**config.mk**
```make
export PLATFORM = sky130hd
export DESIGN_NAME = jtpang_objdma
export DESIGN_NICKNAME = d
export VERILOG_FILES = /design/src/rtl/jtpang_objdma.sv
export SDC_FILE = /design/constraint.sdc
export NUM_CORES = 1
export LEC_CHECK = 0
export CORE_ASPECT_RATIO = 0.7
export CORE_MARGIN = 3
export CORE_UTILIZATION = 40
export CTS_CLUSTER_DIAMETER = 100
export DETAILED_ROUTE_END_ITERATION = 16
export GPL_TIMING_DRIVEN = 1
export HOLD_SLACK_MARGIN = 0.12
export MAX_ROUTING_LAYER = met4
export PLACE_DENSITY = 0.75
export SLEW_MARGIN = 10
export SYNTH_ARGS = -nofsm -noshare
export SYNTH_HDL_FRONTEND = slang
export SYNTH_SLANG_ARGS = --single-unit
```
**constraint.sdc**
```tcl
create_clock -name clk -period 2.1 [get_ports clk]
set_input_delay 0.21 -clock clk [delete_from_list [all_inputs] [get_ports clk]]
set_output_delay 0.21 -clock clk [all_outputs]
set_load 0.02 [all_outputs]
```
**src/rtl/jtpang_objdma.sv**
```systemverilog
// Object DMA controller: on a dma_go rising edge, requests the Z80 bus and
// copies OBJ_BYTES bytes from CPU work RAM into the video object buffer.
module jtpang_objdma #(
    parameter int unsigned OBJ_BYTES = 512,
    parameter logic [11:0] SRC_BASE  = 12'h000,
    parameter int unsigned ACK_TO    = 255
) (
    input  logic        clk,
    input  logic        rst_n,
    input  logic        cen,
    input  logic        dma_go,
    input  logic        busak_n,
    output logic        busrq,
    output logic [11:0] ram_addr,
    input  logic [7:0]  ram_dout,
    output logic [8:0]  obj_addr,
    output logic [7:0]  obj_din,
    output logic        obj_we,
    output logic        busy,
    output logic        done,
    output logic        err
);

    localparam int unsigned   CW      = $clog2(OBJ_BYTES) + 1;
    localparam int unsigned   TW      = 10;
    localparam logic [CW-1:0] LAST    = CW'(OBJ_BYTES - 1);
    localparam logic [TW-1:0] TO_LAST = TW'(ACK_TO - 1);

    typedef enum logic [1:0] {IDLE, WAIT_ACK, XFER, RELEASE} state_t;

    state_t        state, state_nx;
    logic          go_prev, rise;
    logic          pending, pending_nx;
    logic [CW-1:0] rd_cnt, rd_cnt_nx;
    logic [TW-1:0] timer, timer_nx;
    logic          busrq_nx, busy_nx, err_nx, we_nx, done_nx;
    logic [11:0]   ram_addr_nx;
    logic [8:0]    obj_addr_nx;
    logic [7:0]    obj_din_nx;

    assign rise = dma_go & ~go_prev;

    // State register
    always_ff @(posedge clk or negedge rst_n) begin
        if (!rst_n) begin
            state <= IDLE;
        end else if (cen) begin
            state <= state_nx;
        end
    end

    // Next state and next register values, evaluated for a cen tick
    always_comb begin
        state_nx    = state;
        pending_nx  = pending;
        rd_cnt_nx   = rd_cnt;
        timer_nx    = timer;
        busrq_nx    = busrq;
        busy_nx     = busy;
        err_nx      = err;
        we_nx       = 1'b0;
        done_nx     = 1'b0;
        ram_addr_nx = ram_addr;
        obj_addr_nx = obj_addr;
        obj_din_nx  = obj_din;
        if (rise && state != IDLE) pending_nx = 1'b1;
        unique case (state)
            IDLE: begin
                if (rise) begin
                    state_nx = WAIT_ACK;
                    busrq_nx = 1'b1;
                    busy_nx  = 1'b1;
                    err_nx   = 1'b0;
                    timer_nx = '0;
                end
            end
            WAIT_ACK: begin
                if (!busak_n) begin
                    state_nx    = XFER;
                    rd_cnt_nx   = '0;
                    ram_addr_nx = SRC_BASE;
                end else if (timer == TO_LAST) begin
                    state_nx   = IDLE;
                    busrq_nx   = 1'b0;
                    busy_nx    = 1'b0;
                    err_nx     = 1'b1;
                    pending_nx = 1'b0;
                end else begin
                    timer_nx = timer + TW'(1);
                end
            end
            XFER: begin
                // Bus lost: hold the counter so the pending address is re-read
                if (!busak_n) begin
                    we_nx       = 1'b1;
                    obj_addr_nx = 9'(rd_cnt);
                    obj_din_nx  = ram_dout;
                    rd_cnt_nx   = rd_cnt + CW'(1);
                    ram_addr_nx = SRC_BASE + 12'(rd_cnt_nx);
                    if (rd_cnt == LAST) state_nx = RELEASE;
                end
            end
            RELEASE: begin
                done_nx = 1'b1;
                if (pending || rise) begin
                    state_nx   = WAIT_ACK;
                    pending_nx = 1'b0;
                    timer_nx   = '0;
                    err_nx     = 1'b0;
                end else begin
                    state_nx = IDLE;
                    busrq_nx = 1'b0;
                    busy_nx  = 1'b0;
                end
            end
            default: state_nx = IDLE;
        endcase
    end

    // Registered outputs and datapath
    always_ff @(posedge clk or negedge rst_n) begin
        if (!rst_n) begin
            go_prev  <= 1'b0;
            pending  <= 1'b0;
            rd_cnt   <= '0;
            timer    <= '0;
            busrq    <= 1'b0;
            busy     <= 1'b0;
            err      <= 1'b0;
            obj_we   <= 1'b0;
            obj_addr <= '0;
            obj_din  <= '0;
            ram_addr <= SRC_BASE;
        end else if (cen) begin
            go_prev  <= dma_go;
            pending  <= pending_nx;
            rd_cnt   <= rd_cnt_nx;
            timer    <= timer_nx;
            busrq    <= busrq_nx;
            busy     <= busy_nx;
            err      <= err_nx;
            obj_we   <= we_nx;
            obj_addr <= obj_addr_nx;
            obj_din  <= obj_din_nx;
            ram_addr <= ram_addr_nx;
        end
    end

    // done lasts a single clk even when cen ticks are sparse
    always_ff @(posedge clk or negedge rst_n) begin
        if (!rst_n) begin
            done <= 1'b0;
        end else begin
            done <= cen && done_nx;
        end
    end

endmodule

```
# == Word-level counts from Yosys, hierarchy flattened ==
# Index checks and enable logic that the tools add are counted.
# word_totals
regBits,57
input_bits,13
output_inout_bits,34
elab_cells,81
# op_classes
addsub,2
eq_ne,15
mux,36
n_bitwise,3
reduce_logical,13
# op_table
cell,count
$mux W10,6
$pmux W10 S3,1
$mux W12,2
$pmux W12 S2,1
$add A10 B1 Y10 const B,2
$pmux W10 S2,1
$ne A2 B2 Y1 const B,9
$reduce_and A6 Y1,3
$mux W1,16
$eq A10 B8 Y1 const B,1
$eq A10 B9 Y1 const B,1
$mux W2,5
$pmux W2 S4,1
$pmux W1 S3,2
$reduce_and A5 Y1,1
$eq A2 B2 Y1 const B,2
$reduce_and A4 Y1,1
$reduce_bool A2 Y1,2
$ne A3 B3 Y1 const B,1
$reduce_and A3 Y1,1
$reduce_bool A3 Y1,1
$eq A2 B1 Y1 const B,1
$logic_and A1 B1 Y1,2
$logic_not A2 Y1,1
4 further kinds,5

# == Depth between registers and ports, before layout ==
# Gate-level depths: netlist (run 1).
# depth
ltp_word,7
ltp_mapped,9
ltp_nobuf,7

# == Worst setup path before layout (run 1) ==
# Ideal clock, no wire load.
# synth_path
kind,reg-to-reg
from,register timer[0]
to,register timer[5]
setup_ps,123
arrival_time_ps,1661
required_ps,1977
path_slack_ps,317
stages_incl_launch_ff,9
n_path_buf,1
synth_period_minus_slack_ps,1783
cell_sequence,dfrtp_1 inv_1 ha_1 nand4b_1 o31ai_1 and2_1 clkbuf_1 or4_1 mux2i_1
# synth_via
elab_chain_cells,4
elab_cells_between_ends,7
classes_between,add/sub: 1; eq/ne: 2; mux: 3; reduce/logical: 1
# synth_lines
item,line,source
from (decl),35,"logic [TW-1:0] timer, timer_nx;"
from (signal assigned),138,timer <= timer_nx;
$add A10 B1 Y10,89,timer_nx = timer + TW'(1);
$mux W10,82,end else if (timer == TO_LAST) begin
$mux W10,78,if (!busak_n) begin
$pmux W10 S3,67,unique case (state)
# Parallel ways exist; a longest one is shown, timed or not. The select of a mux whose other input is x is not followed.
# A chain may end at the register's enable or synchronous reset.

==> summary by stage, run 1 <==
Setup path
Data on the critical path arrives at its endpoint at 2.12 ns. Measured in cells, the most critical reg-to-reg path has a length of 5. Data on the critical path is required at its endpoint by 2.33 ns. The critical path startpoint category is a flip-flop. The setup slack on the worst flop-to-flop path is 0.21 ns. The critical path capture point type is a flip-flop. For this run, the slowest stage of the critical path takes 0.55 ns. Walking the worst path, the cells encountered are nand2b_1 -> a211oi_1 -> nand3_1 -> xor2_1 -> nor2_1. The largest fanout of any net on the critical path is 13. In this run the critical register-to-register path is captured at ram_addr[9]. By startpoint and endpoint, the worst setup path is classified as reg -> reg. The largest individual stage delay along the critical path comes from the cell sky130_fd_sc_hd__dfrtp_1. The capture point of the critical path is ram_addr[9].

Power
The maximum vdd ir drop is roughly 0.65 mV. Summed over all cells, the static leakage comes to about 1.2 nW. The power density of the placed cells is 1060 nW/um2. The total power after layout is 2.99 mW.

Global route
The number of antenna violations at the first check in global routing is 0. The first global-routing pass estimated 7880 um of wire. The largest net degree at the start of global routing is 25. Global routing consumed, over all layers together, 16.4% of the routing resources. The via count of the first global-routing pass came to 1588. The total congestion overflow after global routing is 0.

Timing
The final-layout worst hold slack is 0.432 ns. The number of setup violations in the final report is 0. For the pin with the worst max-slew slack, the measured transition is 0.559 ns. The final count of hold timing violations is 0. For the final routed database, the setup TNS stands at 0 ns. Setup repair after global routing left no endpoint under its margin. The max-slew violation count is 0.

The worst path uses between 80% and 90% of the clock period. The upper clock frequency limit is 530 MHz. Headroom to the max-slew limit came out at 62.7%. The post-route clock skew is about 0.0081 ns. After layout, the minimum clock period comes to about 1.9 ns.

Clocking
The tree built by TritonCTS fans out to 45 sinks. The clock tree synthesis step divided the H-tree into 2 levels. Gates resized during post-CTS repair numbered 0. CTS placed an instance of sky130_fd_sc_hd__clkbuf_8 at the clock tree root. The clock passes through at most 2 buffers. The number of clock buffers added by TritonCTS is 5. Clock-pin slew was measured on the worst setup and hold paths at 0.09 ns. The worst-skew pair later-pin latency is 0.29 ns. TritonCTS built the clock tree.

Synthesis
Each instance of the synthesized netlist takes up on average ~11 um2. For this run, the number of Yosys warnings is 0. The netlist area before placement is 2170 um2. The flip-flop and latch count after synthesis is 45. The number of different library cells used by synthesis comes to roughly 40. Sequential elements use 51.9% of the synthesized area. The number of standard cells after synthesis is about 200.

Placed design
The placed instance count is 315. The wire-length estimate of the detail-placed layout is 3520 um. In this run the tool buffered the top-level ports with 44 buffer cells. Routability-driven placement finished with a final weighted congestion of around 0.87.

Min path
In this run the worst hold path is classified as in -> async.

Detailed routing
In this run, the number of DRC markers left after iteration 0 of detailed routing was 114. Before antenna repair, the detailed router went through 4 iterations. In this run the remaining antenna-violating nets after routing total 0. For this run, design rule violations remaining after detail routing come to 0. The total via count after detailed routing is 1719. After detailed routing, the total wire length is 4710 um. In the final routed layout, each cell accounts on average for 14.5 um. The via density per instance is 5.31.

Die
For this design the top-level I/O count stands at between 40 and 50. The number of core rows is 21. After floorplanning, the core was sized to cover 4990 um2. The initial utilization of the core area, before any placement, comes to a little over two fifths. The horizontal die dimension is 94.1 um. The die is 67.6 um tall. The die covers 6360 um2.

Finish
Compared with the post-synthesis result, the final layout area differs by 29.5%. The area used by sequential logic in the layout is 1130 um2. The filler cells instantiated in the layout total roughly 450. The antenna cell count is 0. Once layout is complete, the cells apart from fillers number 324.

In the layout the commonest cells are sky130_fd_sc_hd__dfrtp_1 (45), sky130_fd_sc_hd__clkdlybuf4s50_1 (43), sky130_fd_sc_hd__mux2_2 (18). The library cell used most frequently in the layout, excluding fill and tap cells, is sky130_fd_sc_hd__dfrtp_1. In the final layout, the share of cells above drive strength 1 is 16.1%. For this run, the post-layout net count is 270. The multi-input combinational cells in the finished layout cover a total of 956 um2.

Run status
The run finished with clean final reports.

Flow run
Max-cap violations in this run came to 0.
[cell type report]
cell class | count | share of cell area, %
sequential | 45 | 40.1
multi-input combinational | 141 | 34.0
timing repair buffer | 56 | 19.2
tap | 69 | 3.07
clock buffer | 6 | 2.58
inverter | 5 | 0.668
clock inverter | 2 | 0.356
[worst max-delay path: cells and delay by family (launching register included)]
kind	cells	cell delay (ns)
flip-flops	1	0.55
AO/OA/AOI/OAI	1	0.54
AND/OR/NAND/NOR	3	0.57
XOR/XNOR	1	0.16
[per-stage QoR]
| stage | util (%) | cell area [um2] | setup WS [ns] |
|---|---|---|---|
| finish | 56.3 | 2810 | 0.213 |
| global route | 56.3 | 2810 | 0.0138 |
| CTS | 56.3 | 2810 | 0.212 |
| detailed placement | 54.4 | 2720 | 0.120 |
| global placement | 54.4 | 2720 | 0.129 |
| floorplan | - | 2170 | 0.317 |
[logic make-up (layout without fill, tap and decap cells)]
group | after synthesis | after routing | share of synthesized area [%]
AND/OR/NAND/NOR | 74 | 74 | 18.5
flip-flops | 45 | 45 | 51.9
AO/OA/AOI/OAI | 33 | 33 | 9.45
multiplexers | 22 | 22 | 11.2
buffers and inverters | 17 | 69 | 4.27
XOR/XNOR | 7 | 7 | 2.82
adder cells (fa/ha/maj) | 3 | 3 | 1.73
other | 1 | 2 | 0.173
[sequential cells by signal (all words and copies together) (netlist names), named ones only]
signal    cells
busy          1
done          1
err           1
go_prev       1
obj_addr      9
obj_din       8
obj_we        1
pending       1
ram_addr     10
state         1
timer        10
[worst min-delay path by stage]
stage                            endpoint  start  slack, ns  cells past startpoint
2_1_floorplan  asynchronous set/reset pin  rst_n      -0.09                      0
3_3_place_gp                   obj_din[4]  rst_n       0.23                      1
3_5_place_dp                   obj_din[2]  rst_n       0.24                      1
4_1_cts                       obj_addr[4]  rst_n       0.46                      2
5_1_grt                       obj_addr[0]  rst_n       0.49                      2
6_report                         timer[8]  rst_n       0.43                      2
[synth_stat cells]
| master | count | area share (%) |
|---|---|---|
| sky130_fd_sc_hd__o211ai_1 | 1 | 0.35 |
| sky130_fd_sc_hd__nor2_1 | 14 | 2.4 |
| sky130_fd_sc_hd__xnor2_1 | 1 | 0.40 |
| sky130_fd_sc_hd__a22o_1 | 1 | 0.40 |
| sky130_fd_sc_hd__ha_1 | 3 | 1.7 |
| sky130_fd_sc_hd__and2_4 | 1 | 0.40 |
| sky130_fd_sc_hd__mux2_2 | 18 | 9.3 |
| sky130_fd_sc_hd__buf_2 | 2 | 0.46 |
| sky130_fd_sc_hd__inv_1 | 5 | 0.86 |
| sky130_fd_sc_hd__a21oi_1 | 10 | 2.3 |
| sky130_fd_sc_hd__nand4b_1 | 1 | 0.40 |
| sky130_fd_sc_hd__a21o_1 | 1 | 0.35 |
| sky130_fd_sc_hd__conb_1 | 1 | 0.17 |
| sky130_fd_sc_hd__o21ai_0 | 9 | 2.1 |
| sky130_fd_sc_hd__buf_6 | 2 | 1.0 |
| sky130_fd_sc_hd__or3_1 | 4 | 1.2 |
| sky130_fd_sc_hd__nand2b_1 | 6 | 1.7 |
| sky130_fd_sc_hd__and2_1 | 2 | 0.58 |
| sky130_fd_sc_hd__o41ai_1 | 1 | 0.40 |
| sky130_fd_sc_hd__nor3_1 | 5 | 1.2 |
| sky130_fd_sc_hd__nand2_4 | 1 | 0.52 |
| sky130_fd_sc_hd__xor2_1 | 6 | 2.4 |
| sky130_fd_sc_hd__mux2i_1 | 4 | 1.8 |
| sky130_fd_sc_hd__dfrtp_1 | 45 | 52 |
| sky130_fd_sc_hd__nor2b_1 | 2 | 0.58 |
| sky130_fd_sc_hd__and3_1 | 3 | 0.86 |
| sky130_fd_sc_hd__nand2_1 | 12 | 2.1 |
| sky130_fd_sc_hd__nand4_1 | 4 | 1.2 |
| sky130_fd_sc_hd__a41oi_1 | 2 | 0.81 |
| sky130_fd_sc_hd__o22ai_1 | 2 | 0.58 |
| sky130_fd_sc_hd__clkbuf_1 | 5 | 0.86 |
| sky130_fd_sc_hd__o31ai_1 | 3 | 1.0 |
| sky130_fd_sc_hd__a211oi_1 | 1 | 0.35 |
| sky130_fd_sc_hd__and2b_1 | 1 | 0.35 |
| sky130_fd_sc_hd__nor4_1 | 2 | 0.58 |
| sky130_fd_sc_hd__or4_1 | 4 | 1.4 |
| sky130_fd_sc_hd__nand2b_4 | 1 | 0.63 |
| sky130_fd_sc_hd__o22a_1 | 1 | 0.40 |
| sky130_fd_sc_hd__a21o_2 | 1 | 0.40 |
| sky130_fd_sc_hd__nand3_1 | 11 | 2.5 |
| sky130_fd_sc_hd__buf_4 | 3 | 1.0 |
[routing by layer]
layer	part of all wire (%)	up-vias	wire, um	GRT usage, %
met3	6.6	4	312	5.12
met2	43	51	2030	22.4
li1	-	819	-	-
met4	0.57	0	27	3.78
met5	0	-	0	-
met1	50	845	2340	23.7
[power by group]
part	internal [mW]	leakage [nW]	switching [mW]
sequential	1.07	0.586	0.190
clock	0.231	0.0450	0.288
combinational	0.598	0.594	0.612
total	1.90	1.23	1.09
[timing repair]
| item | CTS | global route |
|---|---|---|
| hold buffers | 1 | 0 |
| endpoints found under the hold margin | 22 | 0 |
| buffers inserted | 0 | 0 |
| endpoints found under the setup margin | 0 | 0 |
Power figures use the tool's default switching activity.
==> run 2: changes to the inputs <==
CORE_MARGIN = 2   (was 3)
CORE_UTILIZATION = 50   (was 40)
CTS_CLUSTER_DIAMETER = 40   (was 100)
PLACE_DENSITY = 0.89   (was 0.75)
==> run 2 against run 1 <==
Hold slack better by 0.076 ns. Power is 0.27% higher. Clock power is 9.2% higher. Critical path type unchanged. Die area is 23% lower. First-iteration DRC count is 1.8% higher. Core utilization is 9.3 points higher. Clock-buffer cell count stayed put. Fmax is 2.8% lower. Sequential power hardly changed.
==> summary by stage, run 2 (same netlist as run 1, synthesis figures left out) <==
Clocking
The total clock buffers created by CTS came to 5 (unchanged). The number of sinks driven by the clock tree came to 45 (unchanged). The number of buffers inserted to repair setup after CTS was 0 (unchanged). The level count of the clock H-tree came to 2 (unchanged). The worst-skew pair later-pin latency is 0.30 ns (about the same). The clock transition at the register clock pins on the worst setup and hold paths after CTS is 0.09 ns (about the same).

The tree is rooted in a sky130_fd_sc_hd__clkbuf_8. TritonCTS built the clock tree. The buffer levels on the longest clock path is 2 (unchanged).

Setup path
STA classifies the critical path startpoint as a flip-flop. The capture point of the critical path is timer[5]. The setup slack on the worst flop-to-flop path is 0.16 ns (-0.06 ns). Broken down by cell family, the worst path's largest delay share belongs to simple AND/OR/NAND/NOR gates. The biggest cell delay along the critical path is 0.55 ns (about the same). The data arrival time of the worst path came to 2.13 ns (about the same).

The largest fanout of any net on the critical path is 12 (-1). The worst-path cell with the longest stage delay is sky130_fd_sc_hd__or4_1. The worst setup path is captured at a flip-flop. The combined buffer and inverter count along the critical path is 1 (+1). The depth of the critical timing path with buffers and inverters included is 7 (+2). The reg-to-reg critical path startpoint is timer[0].

Walking the worst path, the cells encountered are inv_1 -> ha_1 -> nand4b_1 -> o31ai_1 -> and2_1 -> or4_1 -> mux2i_1. The number of cells on the worst reg-to-reg path is 7 (+2). In this run the worst setup path begins at timer[0]. The worst register-to-register path ends at timer[5]. The required time at the worst-slack endpoint is 2.29 ns (-0.04 ns). The worst setup path is of the reg -> reg kind.

Finish
In the layout the commonest cells are sky130_fd_sc_hd__dfrtp_1 (45), sky130_fd_sc_hd__clkdlybuf4s50_1 (43), sky130_fd_sc_hd__mux2_2 (18). The area used by sequential logic in the layout is 1130 um2 (unchanged). Leaving out fill and tap cells, the most frequent cell in the layout is sky130_fd_sc_hd__dfrtp_1.

The number of inserted filler cells in the final layout is 354 (-20%). The total number of nets in the final design is 268 (-0.74%). The ratio of cells with drive above 1 in the final layout is 15.8% (-0.27 points). The final standard cell count with taps included and fillers excluded is 308 (-4.9%). The antenna cell count is 0 (unchanged). The final design area excluding fillers is 2790 um2 (-0.67%). The largest registers in the layout are ram_addr x10, timer x10, obj_addr x9. Compared with the post-synthesis result, the final layout area differs by 28.6%. The area used by multi-input combinational logic was 956 um2 (unchanged).

Placed design
The routability-driven placement congestion ratio came to 0.885 (+2.1%). The placed instance area was 2690 um2 (-1.2%). The placed instance count is 299 (-5.1%). The total half-perimeter wirelength after legalization and detailed placement came to 3180 um (-9.6%). The number of I/O port buffers came to 44 (unchanged).

Timing
Setup repair after global routing left no endpoint under its margin. The number of setup violations in the final report was 0 (unchanged). The max-slew violation count came to 0 (unchanged).

The fraction of the cycle the final worst path needs is 92.5% (+2.6 points). The final count of hold timing violations was 0 (unchanged). The worst relative slew slack is 62.5% (-0.19 points).

The setup TNS after final layout was 0 ns (unchanged). The final critical delay including setup and external delays is 1.94 ns (+0.0550 ns). The slew at the pin closest to its max-slew limit is 0.562 ns (+0.00287 ns). The post-route clock skew is 0.00604 ns (-0.00207 ns). The upper clock frequency limit came to 515 MHz (-2.8%).

Detailed routing
The remaining routing DRC violations is 0 (unchanged). The total routed wire length on the met1 layer was 2210 um (-5.4%). Routed signal wires occupy layers up through met4.

The final routed wire length divided by cell count is 14.6 um (+0.57%). The number of design-rule violations left by the first detailed-router iteration is 116 (+1.8%). The total met2 wirelength after detailed routing was 1990 um (-2.3%). The remaining antenna violation count is 0 (unchanged). The sum of routed wire length over all layers is 4500 um (-4.4%). The total via count after detailed routing came to 1681 (-2.2%). The routed length on met3 is 226 um (-28%). The via density per instance is 5.46 (+2.9%). The number of iterations in the first detailed-routing pass was 5 (+1).

Power
The sequential power share was 42.3% (+0.2 points). The clock network fraction of total power came to 18.9% (+1.5 points). The switching power of the nets is 1.08 mW (-0.64%). The leakage dissipation is 1.22 nW (-0.29%). The total power after layout came to 3.00 mW (+0.27%). The maximum vdd ir drop came to 0.856 mV (+32%). The internal cell power is 1.91 mW (+0.79%). The switching power as a share of total power was 36.1% (-0.33 points). The power density of the placed cells was 1070 nW/um2 (+0.94%).

The combinational power share is 38.7% (-1.8 points).

Die
The core box area is 4250 um2 (-15%). The starting density of the core is 51.0% (+7.5 points). The I/O pin count is 47 (unchanged). The die area is 4890 um2 (-23%). The horizontal die dimension came to 82.8 um (-12%). The number of core rows came to 20 (-4.8%).

The height of the die is 59.1 um (-13%).

Global route
The aggregate global-route resource usage is 21.5% (+5.0 points). The largest net degree at the start of global routing was 46 (+84%). The number of antenna violations at the first check in global routing is 0 (unchanged). The via count of the first global-routing pass is 1598 (+0.63%). The total congestion overflow after global routing is 0 (unchanged).

The global-route wire length before repair is 7580 um (-3.8%).

Flow run
The total of max-cap violations came to 0 (unchanged).

Run status
The flow ran to the end, and the final reports show no timing, DRC or antenna violations.

Min path
The path category of the worst min-delay check is in -> async.
## run 2: what timing repair did
action | 4_1_cts | 5_1_grt
hold buffers | 1 | 0
gates resized for setup | 0 | 0
endpoints found under the hold margin | 45 | 0
## run 2: metrics by stage
| step | utilization, % | hold slack (ns) | worst slack (ns) |
|---|---|---|---|
| after floorplan | - | -0.0856 | 0.317 |
| after global placement | 63.1 | 0.323 | 0.152 |
| after detailed placement | 63.1 | 0.327 | 0.0852 |
| after CTS | 65.6 | 0.504 | 0.158 |
| after global routing | 65.6 | 0.501 | 0.0259 |
| final | 65.6 | 0.509 | 0.158 |
## run 2: worst min path at each step
stage                     depth (start not counted)   startpoint  slack (ns)                    endpoint
after floorplan                                   0        rst_n       -0.09  asynchronous set/reset pin
after global routing                              2  ram_dout[6]        0.50                  obj_din[6]
final                                             3        rst_n        0.51                  obj_din[5]
after CTS                                         2  ram_dout[7]        0.50                  obj_din[7]
after detailed placement                          2        rst_n        0.33                  obj_din[5]
after global placement                            2        rst_n        0.32                  obj_din[5]
## run 2: cell type report
type / instances / area share (%)
clock buffer: 6 / 2.96
clock inverter: 2 / 0.493
inverter: 5 / 0.672
multi-input combinational: 141 / 34.2
sequential: 45 / 40.3
tap: 55 / 2.47
timing repair buffer: 54 / 18.8
## run 2: power by group through the flow
stage               sequential (mW)  combinational [mW]  clock [mW]
finish                         1.27                1.16       0.567
global route                   1.30                1.26       0.621
CTS                            1.27                1.17       0.577
detailed placement             1.28                1.16           0
global placement               1.27                1.14           0
floorplan                      1.43               0.512           0
## run 2: per-layer routing
layer,up-vias,global-route usage [%]
li1,823,-
met1,811,31.0
met2,40,28.9
met3,7,5.34
met4,0,8.67
met5,-,-
## run 2: worst register-to-register path, stage by stage (launching register included)
cell	delay, ns
sky130_fd_sc_hd__dfrtp_1	0.42
sky130_fd_sc_hd__inv_1	0.07
sky130_fd_sc_hd__ha_1	0.20
sky130_fd_sc_hd__nand4b_1	0.11
sky130_fd_sc_hd__o31ai_1	0.09
sky130_fd_sc_hd__and2_1	0.26
sky130_fd_sc_hd__or4_1	0.55
sky130_fd_sc_hd__mux2i_1	0.13
==> run 3: changes to the inputs <==
CORE_MARGIN = 3   (was 2)
==> run 3 against run 2 <==
First-iteration DRC count up 28%. Register-to-register slack better by 0.04 ns. Core utilization up 3.0 points. Sequential share of layout area grew 0.25 points. Die area increased by 5.9%. Wire length grew 4.0%. Via count up 3.7%. Non-clock buffer count fell by 2. Power is 0.23% higher. Critical path type unchanged.
==> summary by stage, run 3 (same netlist as run 1, synthesis figures left out) <==
Power
The maximum vdd ir drop is 0.853 mV (-0.39%). The power density of the placed cells is 1080 nW/um2 (+0.86%). The total power after layout is 3.00 mW (+0.23%). The leakage dissipation was 1.21 nW (-0.81%).

Timing
The number of setup violations in the final report is 0 (unchanged). The final critical delay including setup and external delays is 1.90 ns (-0.0379 ns). Setup repair after global routing left no endpoint under its margin.

The final count of hold timing violations is 0 (unchanged). The upper clock frequency limit came to 525 MHz (+2.0%). The minimum setup slack in the final design is 0.196 ns (+0.0379 ns). The final-layout worst hold slack was 0.513 ns (+0.00399 ns).

The fraction of the cycle the final worst path needs is 90.7% (-1.8 points). The setup TNS after final layout is 0 ns (unchanged). The post-route clock skew is 0.00587 ns (-0.000169 ns). The worst relative slew slack is 63.4% (+0.87 points).

The slew at the pin closest to its max-slew limit was 0.549 ns (-0.0131 ns). The max-slew violation count is 0 (unchanged).

Global route
The aggregate global-route resource usage is 19.7% (-1.8 points). The largest net degree at the start of global routing is 46 (unchanged). The total congestion overflow after global routing was 0 (unchanged).

The via count of the first global-routing pass came to 1603 (+0.31%). The global-route wire length before repair is 7670 um (+1.2%). The number of antenna violations at the first check in global routing was 0 (unchanged).

Finish
The total number of nets in the final design is 266 (-0.75%). The ratio of cells with drive above 1 in the final layout is 15.5% (-0.27 points). The final design area excluding fillers is 2770 um2 (-0.63%). The area growth from synthesis to layout is 27.8%. The antenna cell count was 0 (unchanged). The share of the core filled with cells in the final layout is 68.6% (+3.0 points). The final standard cell count with taps included and fillers excluded is 303 (-1.6%).

The library cell used most frequently in the layout, excluding fill and tap cells, is sky130_fd_sc_hd__dfrtp_1. In the layout the commonest cells are sky130_fd_sc_hd__dfrtp_1 (45), sky130_fd_sc_hd__clkdlybuf4s50_1 (43), sky130_fd_sc_hd__mux2_2 (18). The largest registers in the layout are ram_addr x10, timer x10, obj_addr x9.

Die
The horizontal die dimension is 84.8 um (+2.4%). The number of core rows is 19 (-5.0%). The die area is 5180 um2 (+5.9%). The core box area came to 4040 um2 (-5.0%).

The height of the die is 61.1 um (+3.4%). The starting density of the core is 53.7% (+2.7 points). The I/O pin count was 47 (unchanged).

Placed design
The post-placement worst setup slack is 0.109 ns (+0.0243 ns). The routability-driven placement congestion ratio is 0.894 (+0.95%). The placed instance area is 2670 um2 (-0.70%). The number of I/O port buffers was 44 (unchanged). The total half-perimeter wirelength after legalization and detailed placement is 3280 um (+3.1%).

The placed instance count is 294 (-1.7%).

Min path
The path category of the worst min-delay check is reg -> reg.

Run status
The flow ran to the end, and the final reports show no timing, DRC or antenna violations.

Setup path
The required time at the worst-slack endpoint is 2.29 ns (about the same). The biggest cell delay along the critical path is 0.53 ns (-0.02 ns). The largest fanout of any net on the critical path is 9 (-3). The critical path goes through inv_1 -> ha_1 -> nand4b_1 -> o31ai_1 -> and2_2 -> or4_1 -> mux2i_1.

The data arrival time of the worst path is 2.09 ns (-0.04 ns). STA classifies the critical path startpoint as a flip-flop. The worst-path cell with the longest stage delay is sky130_fd_sc_hd__or4_1. The critical path start-end classification is reg -> reg. The critical path capture point type is a flip-flop.

Detailed routing
The final routed wire length divided by cell count is 15.5 um (+5.8%). The number of design-rule violations left by the first detailed-router iteration is 148 (+28%). The remaining antenna violation count is 0 (unchanged). The via density per instance came to 5.75 (+5.4%). The number of iterations in the first detailed-routing pass came to 4 (-1).

The sum of routed wire length over all layers is 4680 um (+4.0%). The remaining routing DRC violations came to 0 (unchanged). The total via count after detailed routing was 1743 (+3.7%).

Clocking
The clock transition at the register clock pins on the worst setup and hold paths after CTS is 0.09 ns (about the same). Clock tree synthesis selected as its root buffer the cell sky130_fd_sc_hd__clkbuf_8. The level count of the clock H-tree was 2 (unchanged).

The total clock buffers created by CTS is 5 (unchanged). The number of buffers inserted to repair setup after CTS is 0 (unchanged). The worst-skew pair later-pin latency was 0.30 ns (about the same). The buffer levels on the longest clock path is 2 (unchanged). The CTS tree is yes. The number of sinks driven by the clock tree came to 45 (unchanged).

Flow run
The total of max-cap violations came to 0 (unchanged).
-- run 3: what timing repair did --
item	4_1_cts	5_1_grt
setup endpoints to repair	0	1
gates resized for setup	0	1
endpoints found under the hold margin	45	0
hold buffers	1	0
-- run 3: power by group --
part           internal, mW  leakage [nW]  total [mW]  switching [mW]
Clock                 0.267        0.0512       0.566           0.299
Sequential             1.07         0.586        1.27           0.202
Combinational         0.571         0.574        1.17           0.594
-- run 3: critical path: cells and delay by family, from the launching register on --
| family | cells | cell delay (ns) |
|---|---|---|
| AOI/OAI and AO/OA | 1 | 0.10 |
| DFF | 1 | 0.41 |
| buffers and inverters | 1 | 0.06 |
| and+or+nand+nor | 3 | 0.90 |
| muxes | 1 | 0.13 |
| adders and majority gates | 1 | 0.19 |
-- run 3: layout make-up --
class | instances | area [um2]
clock inverters | 2 | 13.8
clock buffers | 6 | 82.6
inverters | 5 | 18.8
flip-flops and latches | 45 | 1130
well taps | 52 | 65.1
repair buffers | 52 | 510
multi-input cells | 141 | 957
fillers | 319 | 1270
-- run 3: final timing paths --
check                      startpoint          to  slack (ns)  cells past startpoint
hold / removal             obj_din[2]  obj_din[2]        0.51                      1
hold reg to reg            obj_din[2]  obj_din[2]        0.51                      1
min in group asynchronous       rst_n  obj_din[1]        0.52                      3
setup / recovery             timer[0]    timer[5]        0.20                      7
setup reg to reg             timer[0]    timer[5]        0.20                      7
max in group asynchronous       rst_n    timer[9]        1.20                      3
-- run 3: metal layers --
layer | global-route usage [%] | part of all wire, % | vias up
li1 | - | - | 814
met1 | 27.6 | 47 | 840
met2 | 28.0 | 43 | 83
met3 | 5.88 | 8.6 | 6
met4 | 5.64 | 0.94 | 0
met5 | - | 0 | -
